$ cat src/rtl/dag_addr_gen.sv
// Data address generator: NREG sets of I/M/L/B registers producing the registered DM address.
// Supports linear pre-modify, linear or circular post-modify, and ureg load/readback over the bc bus.
module dag_addr_gen #(
  parameter int DMA_SIZE = 17,
  parameter int DMD_SIZE = 16,
  parameter int NREG     = 4,
  parameter int RW       = $clog2(NREG)
) (
  input  logic                clk,
  input  logic                rst_n,
  input  logic                ps_dg_en,
  input  logic                ps_dg_pre,
  input  logic [RW-1:0]       ps_dg_ireg,
  input  logic [RW-1:0]       ps_dg_mreg,
  input  logic                ps_dg_wrt,
  input  logic                ps_dg_rd,
  input  logic [1:0]          ps_dg_rsel,
  input  logic [RW-1:0]       ps_dg_radd,
  input  logic [DMD_SIZE-1:0] bc_dg_dt,
  output logic [DMA_SIZE-1:0] dg_dm_add,
  output logic                dg_vld,
  output logic [DMD_SIZE-1:0] dg_bc_dt
);

  // Two extra bits keep I+M and B+L free of false wrap during the circular compare.
  localparam int TW = DMA_SIZE + 2;

  logic [DMA_SIZE-1:0] i_r [NREG];
  logic [DMA_SIZE-1:0] m_r [NREG];
  logic [DMA_SIZE-1:0] l_r [NREG];
  logic [DMA_SIZE-1:0] b_r [NREG];

  logic [DMA_SIZE-1:0] cur_i_s;
  logic [DMA_SIZE-1:0] cur_m_s;
  logic [DMA_SIZE-1:0] cur_l_s;
  logic [DMA_SIZE-1:0] cur_b_s;
  logic [DMA_SIZE-1:0] pre_add_s;
  logic [TW-1:0]       t_s;
  logic [TW-1:0]       len_s;
  logic [TW-1:0]       lo_s;
  logic [TW-1:0]       hi_s;
  logic [TW-1:0]       nxt_w_s;
  logic [DMA_SIZE-1:0] i_nxt_s;
  logic                nxt_unused_s;
  logic [DMA_SIZE-1:0] wr_zx_s;
  logic [DMA_SIZE-1:0] wr_sx_s;
  logic [DMD_SIZE-1:0] rd_val_s;

  assign wr_zx_s = {{(DMA_SIZE-DMD_SIZE){1'b0}}, bc_dg_dt};
  assign wr_sx_s = {{(DMA_SIZE-DMD_SIZE){bc_dg_dt[DMD_SIZE-1]}}, bc_dg_dt};

  // Access-side address arithmetic: pre-modify sum and post-modify next index.
  always_comb begin
    cur_i_s   = i_r[ps_dg_ireg];
    cur_m_s   = m_r[ps_dg_mreg];
    cur_l_s   = l_r[ps_dg_ireg];
    cur_b_s   = b_r[ps_dg_ireg];
    pre_add_s = cur_i_s + cur_m_s;
    t_s       = {2'b00, cur_i_s} + {{2{cur_m_s[DMA_SIZE-1]}}, cur_m_s};
    len_s     = {2'b00, cur_l_s};
    lo_s      = {2'b00, cur_b_s};
    hi_s      = lo_s + len_s;
    if (cur_l_s == {DMA_SIZE{1'b0}}) begin
      nxt_w_s = t_s;
    end else if ($signed(t_s) >= $signed(hi_s)) begin
      nxt_w_s = t_s - len_s;
    end else if ($signed(t_s) < $signed(lo_s)) begin
      nxt_w_s = t_s + len_s;
    end else begin
      nxt_w_s = t_s;
    end
  end

  assign i_nxt_s      = nxt_w_s[DMA_SIZE-1:0];
  assign nxt_unused_s = &{1'b0, nxt_w_s[TW-1:DMA_SIZE]};

  // ureg read multiplexer over the low bus-width bits of the selected register.
  always_comb begin
    rd_val_s = {DMD_SIZE{1'b0}};
    case (ps_dg_rsel)
      2'd0:    rd_val_s = i_r[ps_dg_radd][DMD_SIZE-1:0];
      2'd1:    rd_val_s = m_r[ps_dg_radd][DMD_SIZE-1:0];
      2'd2:    rd_val_s = l_r[ps_dg_radd][DMD_SIZE-1:0];
      2'd3:    rd_val_s = b_r[ps_dg_radd][DMD_SIZE-1:0];
      default: rd_val_s = {DMD_SIZE{1'b0}};
    endcase
  end

  // Register file: post-modify update first so a same-cycle ureg write to I overrides it.
  always_ff @(posedge clk or negedge rst_n) begin
    if (!rst_n) begin
      for (int k = 0; k < NREG; k++) begin
        i_r[k] <= {DMA_SIZE{1'b0}};
        m_r[k] <= {DMA_SIZE{1'b0}};
        l_r[k] <= {DMA_SIZE{1'b0}};
        b_r[k] <= {DMA_SIZE{1'b0}};
      end
    end else begin
      if (ps_dg_en && !ps_dg_pre) begin
        i_r[ps_dg_ireg] <= i_nxt_s;
      end
      if (ps_dg_wrt) begin
        case (ps_dg_rsel)
          2'd0:    i_r[ps_dg_radd] <= wr_zx_s;
          2'd1:    m_r[ps_dg_radd] <= wr_sx_s;
          2'd2:    l_r[ps_dg_radd] <= wr_zx_s;
          2'd3:    b_r[ps_dg_radd] <= wr_zx_s;
          default: ;
        endcase
      end
    end
  end

  // Registered outputs: DM address/valid and ureg read data.
  always_ff @(posedge clk or negedge rst_n) begin
    if (!rst_n) begin
      dg_dm_add <= {DMA_SIZE{1'b0}};
      dg_vld    <= 1'b0;
      dg_bc_dt  <= {DMD_SIZE{1'b0}};
    end else begin
      dg_vld <= ps_dg_en;
      if (ps_dg_en) begin
        dg_dm_add <= ps_dg_pre ? pre_add_s : cur_i_s;
      end
      if (ps_dg_rd) begin
        dg_bc_dt <= rd_val_s;
      end
    end
  end

endmodule

$ cat config.mk
export PLATFORM = sky130hd
export DESIGN_NAME = dag_addr_gen
export DESIGN_NICKNAME = d
export VERILOG_FILES = /design/src/rtl/dag_addr_gen.sv
export SDC_FILE = /design/constraint.sdc
export NUM_CORES = 1
export LEC_CHECK = 0
export CAP_MARGIN = 0
export CORE_MARGIN = 2
export CORE_UTILIZATION = 55
export CTS_CLUSTER_SIZE = 28
export DETAILED_ROUTE_END_ITERATION = 10
export GPL_TIMING_DRIVEN = 1
export PLACE_DENSITY = 0.73
export SKIP_LAST_GASP = 1
export SYNTH_ARGS = -nofsm -noshare
export SYNTH_HDL_FRONTEND = slang
export SYNTH_SLANG_ARGS = --single-unit
$ cat constraint.sdc
create_clock -name clk -period 8.5 [get_ports clk]
set_input_delay 1.275 -clock clk [delete_from_list [all_inputs] [get_ports clk]]
set_output_delay 1.275 -clock clk [all_outputs]
set_load 0.02 [all_outputs]
After elaboration in Yosys (flattened, before gate mapping) --
Cells that the tools add are included.
Word-level totals: bits in registers 306, latch bits 0, memory bits (writable) 0, bits in read-only memories 0, input bits 30, output and inout bits 34, word-level logic and storage cells 87, memories kept 0
Cells by class: add/subtract/negate cells 5, multipliers 0, divide/modulo/power cells 0, order comparisons 7, eq/ne operators 3, shifts and indexed selects 0, mux-type cells 41, bitwise logic cells 3, reductions and logical operators 9
Operator list (count):
- 68-bit bitwise mux | 5
- 17-bit binary-select mux with 2-bit select | 8
- 17-bit 2-to-1 mux | 14
- 68-bit 2-to-1 mux | 3
- 16-bit 2-to-1 mux | 8
- 17-bit demux with 2-bit select | 2
- 16-bit one-hot mux with 4 select lines | 1
- 17-bit adder | 2
- 18-bit by 17-bit adder with 19-bit output | 1
- 19-bit greater-or-equal comparator | 1
- 19-bit by 18-bit < comparator with 1-bit output | 1
- 17-bit by 17-bit adder with 18-bit output | 1
- 17-bit zero test | 1
- 17-bit subtractor | 1
- 3-bit greater-or-equal comparator (second input constant) | 3
- 2-bit NOT with 3-bit output | 3
- 3-bit by 1-bit < comparator with 1-bit output (second input constant) | 2
- 2-bit AND reduction | 3
- 2-bit == test (second input constant) | 2
- 1-bit logical AND | 3
- 2-bit by 1-bit == test with 1-bit output (second input constant) | 1
- 2-bit zero test | 1
- 1-bit zero test | 1

Logic depth before layout (Yosys ltp) --
depth in word-level cells 14, gate-level depth with buffers 28, gate-level depth less buffers 23

Worst setup path before layout --
Ideal clock, no wire load.
path kind input-to-reg, from input port ps_dg_ireg[1], to register i_r[58] (netlist name), setup time 0.120 ns, arrival time 7.126 ns, data required time 8.380 ns, path slack 1.254 ns, cell stages on the path 28, buffers on the path 5, cell sequence clkbuf_1 buf_2 clkbuf_1 buf_1 mux4_2 ha_1 inv_1 fa_1 nand2b_1 a21o_1 a21oi_1 a21o_1 a21oi_1 xor2_1 inv_1 ha_1 nand4_1 nor3_1 a2111oi_0 a31oi_1 o31ai_1 o311ai_0 a221oi_1 o21bai_1 buf_4 nor2_2 a211oi_2 a31o_1
On the way: word-level cells in the longest chain between the ends 14, elaborated cells between the ends (all ways) 30, classes of those cells add/sub (4); order compare (4); mux (19); bitwise (1); reduce/logical (2)
Ends and longest elaborated chain:
- start: declaration | line 13 | input logic [RW-1:0] ps_dg_ireg,
- 2-bit NOT with 3-bit output (not written as such) *
- 17-bit binary-select mux with 2-bit select | line 54 | cur_i_s = i_r[ps_dg_ireg];
- 17-bit 2-to-1 mux (not written as such) (2 in series) | line 54
- 18-bit by 17-bit adder with 19-bit output | line 59 | t_s = {2'b00, cur_i_s} + {{2{cur_m_s[DMA_SIZE-1]}}, cur_m_s};
- 17-bit adder or 19-bit by 18-bit < comparator with 1-bit output (tied branches) | line 68, 67
- 17-bit 2-to-1 mux | line 67 | end else if ($signed(t_s) < $signed(lo_s)) begin
- 17-bit 2-to-1 mux | line 65 | end else if ($signed(t_s) >= $signed(hi_s)) begin
- 17-bit 2-to-1 mux | line 63 | if (cur_l_s == {DMA_SIZE{1'b0}}) begin
- 68-bit bitwise mux * | line 100 | i_r[ps_dg_ireg] <= i_nxt_s;
- 68-bit 2-to-1 mux * | line 99 | if (ps_dg_en && !ps_dg_pre) begin
- 68-bit bitwise mux | line 104 | 2'd0: i_r[ps_dg_radd] <= wr_zx_s;
- 68-bit 2-to-1 mux | line 103 | case (ps_dg_rsel)
- 68-bit 2-to-1 mux * | line 102 | if (ps_dg_wrt) begin
- end signal: indexed assignment | line 93 | i_r[k] <= {DMA_SIZE{1'b0}};
- end signal: indexed assignment | line 100
- end signal: indexed assignment | line 104
- end: declaration | line 28 | logic [DMA_SIZE-1:0] i_r [NREG];
Every way passes the cells marked *; elsewhere a longest branch is shown, timed or not. The select of a mux whose other input is x is not followed. A chain may end at the register's enable or synchronous reset.

Worst setup path in the final report --
from input port ps_dg_mreg[0], to register i_r[29] (netlist name)
On the way: word-level cells in the longest chain between the ends 14, elaborated cells between the ends (all ways) 17, classes of those cells add/sub (3); order compare (2); mux (11); bitwise (1)
Ends and longest elaborated chain:
- start: declaration | line 14 | input logic [RW-1:0] ps_dg_mreg,
- 2-bit NOT with 3-bit output (not written as such) * | line 55 | cur_m_s = m_r[ps_dg_mreg];
- 17-bit binary-select mux with 2-bit select * | line 55
- 17-bit 2-to-1 mux (not written as such) * (2 in series) | line 55
- 18-bit by 17-bit adder with 19-bit output * | line 59
- 17-bit adder or 19-bit by 18-bit < comparator with 1-bit output (tied branches) | line 68, 67
- 17-bit 2-to-1 mux | line 67
- 17-bit 2-to-1 mux | line 65
- 17-bit 2-to-1 mux * | line 63
- 68-bit bitwise mux * | line 100
- 68-bit 2-to-1 mux * | line 99
- 68-bit bitwise mux | line 104
- 68-bit 2-to-1 mux | line 103
- 68-bit 2-to-1 mux * | line 102
Marked as above.

==> flow_summary.toml <==
[floorplanning]
floorplan.die_area_mm2 = 0.0369
io_pins = 64
floorplan.initialDensity_pct = 56.1
floorplan.die.height_um = 192
placementRows = 68
dieWidth_um = 192
core_mm2 = 0.0347

[clock_tree]
cts_buf_count = 34
postCtsSetupRepairBufs = 0
cts_sinks = 294
maximum_clock_insertion_buffer_count = 3
cts.clk_slew.worst_paths_ns = 0.06
post_cts.resized_instances = 0
cts-hold-fix-buffers = 0
worst_skew_pair.late_latency_ns = 0.55
clockRootBuffer = "sky130_fd_sc_hd__clkbuf_16"
tritoncts = "built"
cts_max_level = 2

[synthesis]
postSynthRegisterBits = 294
avg_synthesized_cell_area_um2 = 11.8
synth.lib_cells_used.distinct = 78
synthXorXnorAreaFrac_pct = 2.07
net_count_synth = 1773
synth_top_flop_cell = "sky130_fd_sc_hd__dfrtp_1"
synth-adder-area-share_pct = 6.52
synthesis.instances = 1644
synth_mux_area_share_pct = 29.8
compound_gate_portion_of_the_synthesized_area_pct = 12.9
syn_area_mm2 = 0.0195
post_synth_and_or_nand_nor_area_fraction_pct = 7.43
async_flop_share_pct = 100
yosysWarningCount = 0
number_of_enable_type_register_cells_in_the_synthesized_netlist = 0
synth-seq-area-share_pct = 37.8
synth_top_family_by_area = "multiplexers"

[final_layout]
drive_gt1_share_pct = 28.6
layout_utilization_pct = 62.4
synthToLayoutAreaGrowth_pct = 11.3
num-nets-final = 1800

[critical_path]
criticalPathCategory = "in -> reg"
timing.critical_path.buf_inv = 3
critical_path_arrival_ns = 8.11
timing.critical_path.slowest_stage_cell = "sky130_fd_sc_hd__o21bai_1"
crit_path_end_kind = "flop"
critPathRequiredTime_ns = 8.90
critical_path.top_delay_family = "compound AO/OA/AOI/OAI gates"
worstPathMaxFanout = 11
worstPathCellList = "clkdlybuf4s50_1 > buf_4 > mux4_2 > ha_1 > o21a_1 > nor2_1 > a21oi_1 > a21o_1 > a21oi_1 > xor2_1 > inv_1 > ha_1 > nand4_1 > nor3_1 > a2111oi_0 > a31oi_1 > o31ai_1 > o311ai_0 > a221oi_1 > o21bai_1 > nor3_1 > a2111oi_0 > o21ai_1"
timing.critical_path.from_type = "primary input"
slowest_delay_ns = 0.91

[drt]
ant_nets = 0
drt-vias-per-instance = 6.92
drt_first_pass_iters = 5
drt-initial-drc-count = 1903
post-route-drc-count = 0
drt-total-wl_mm = 58.6
dr_vias = 14900
post_drt_wl_per_cell_um = 27.3

[sta]
period_minus_slack_ns = 7.70
min_period_over_period_pct = 90.6
timing_hold_violations_final = 0
final_total_negative_setup_slack_ns = 0
post-route-worst-setup-slack_ns = 0.797
max_freq_mhz = 130
hold_slack_ns = 0.503
max_slew.worst_pin.slew_ns = 1.16
max_slew_margin_pct = 22.2
drv_slew = 0
final.setup_skew_ns = 0.0203
rsz_0062_raised_after_global_routing = "false"
finalSetupViolCount = 0

[global_routing]
grt_use_total_pct = 33.3
antenna_found_initial = 1
grt_max_degree = 82
globalRouteOverflowTotal = 0
grt_pass1_vias = 15100
grt_pass1_wl_mm = 91.8

[pwr]
sw_frac_of_total_pct = 45.4
power.share.clock_pct = 16.2
p_int_mw = 5.07
pwr-share-comb_pct = 60.5
p_per_area_mw_per_mm2 = 428
switching_pwr_mw = 4.21
power.ir.vdd_worst_mv = 0.327
power_leakage_nw = 9.20
pwr-share-seq_pct = 23.3

[placement]
buffer_ports.inserted = 63
gp_routability_congestion = 0.993
dp_hpwl_mm = 41.3
place_worst_setup_slack_ns = 0.469

[run]
drv_cap = 0

[status]
outcome = "complete, no violations"

[worst_hold_path]
worstHoldPathType = "reg -> reg"
cells in the final DEF (no fill, tap or decap), types with 38 or more instances in the layout:
cell | synthesis | layout
sky130_fd_sc_hd__buf_4 | 2 | 38
sky130_fd_sc_hd__mux2_2 | 209 | 209
sky130_fd_sc_hd__o21ai_0 | 61 | 61
sky130_fd_sc_hd__mux4_2 | 145 | 145
sky130_fd_sc_hd__ha_1 | 95 | 95
sky130_fd_sc_hd__nand2_1 | 47 | 47
sky130_fd_sc_hd__a21oi_1 | 88 | 88
sky130_fd_sc_hd__dfrtp_1 | 294 | 294
sky130_fd_sc_hd__clkdlybuf4s50_1 | 0 | 58
sky130_fd_sc_hd__inv_1 | 67 | 67
sky130_fd_sc_hd__nor2_1 | 113 | 112
sky130_fd_sc_hd__nor3_1 | 39 | 38
cells by family after synthesis:
| group | after synthesis |
|---|---|
| AOI/OAI and AO/OA | 359 |
| xor gates and xnor gates | 46 |
| adders and majority gates | 99 |
| buffers and inverters | 177 |
| DFF | 294 |
| muxes | 372 |
| and+or+nand+nor | 297 |
sequential cells by signal, indices dropped and copies added, names as in the netlist:
signal / flops
l_r: 64
dg_bc_dt: 16
dg_dm_add: 17
dg_vld: 1
b_r: 64
m_r: 64
i_r: 68
path summary, 6_finish.rpt:
kind,depth (start not counted),slack [ns],end,from
max in group asynchronous,2,6.30,l_r[63],rst_n
setup reg to reg,23,2.03,i_r[29],m_r[0]
setup / recovery,23,0.80,i_r[29],ps_dg_mreg[0]
min in group asynchronous,1,0.69,dg_bc_dt[5],rst_n
hold reg to reg,1,0.50,dg_bc_dt[12],dg_bc_dt[12]
hold / removal,1,0.50,dg_bc_dt[12],dg_bc_dt[12]
cells in the mapped netlist, drive strengths merged (5+ instances only):
cell type	n	area, µm²
a2111oi	15	131
inv	67	251
nor3	40	205
o21a	10	75.1
nor3b	10	85.1
mux2i	18	180
a211oi	13	118
a21o	27	203
o211a	5	50.1
mux2	209	2350
a221oi	9	116
nor2b	5	31.3
o211ai	10	75.1
ha	95	1190
a21oi	90	458
nand3	10	50.1
nand2b	18	113
a22oi	20	150
nor4	6	37.5
and2	6	37.5
xor2	17	149
clkbuf	81	304
nor2	115	437
buf	28	129
a22o	18	158
xnor2	29	254
a2111o	12	135
dfrtp	294	7360
or3	11	68.8
or2	9	56.3
o21ai	79	395
and3	7	43.8
o21bai	6	45.0
a211o	7	61.3
mux4	145	3270
nand2	47	176
final cells by class:
class | instances | area [µm²]
inverters | 68 | 255
well taps | 455 | 569
diodes | 1 | 2.50
clock inverters | 13 | 179
flip-flops and latches | 294 | 7360
repair buffers | 100 | 911
clock buffers | 44 | 960
multi-input cells | 1173 | 11400
fillers | 2700 | 13000
through the flow:
step / cells / instance area (µm²) / total power [mW]
3_5_place_dp: 2090 / 20500 / 7.61
2_1_floorplan: 1644 / 19500 / 6.01
6_report: 2148 / 21700 / 9.28
3_3_place_gp: 2090 / 20500 / 7.47
4_1_cts: 2147 / 21700 / 9.17
5_1_grt: 2147 / 21700 / 9.87
power by group through the flow:
| stage | Combinational, mW | Clock (mW) | Sequential, mW |
|---|---|---|---|
| after detailed placement | 5.45 | 0 | 2.17 |
| after CTS | 5.49 | 1.52 | 2.15 |
| after global routing | 6.08 | 1.58 | 2.22 |
| final | 5.62 | 1.50 | 2.16 |
| after floorplan | 3.85 | 0 | 2.16 |
| after global placement | 5.34 | 0 | 2.13 |
layer usage:
metal  global-route usage [%]  routed length [µm]  vias to the layer above
met3                     8.55                6490                      168
met1                     45.6               22900                     7562
met4                     13.2                2370                        4
li1                         -                   -                     6318
met2                     51.1               26700                      819
met5                     1.37                  76                        -
No activity file was read; power rests on OpenSTA's default activity.
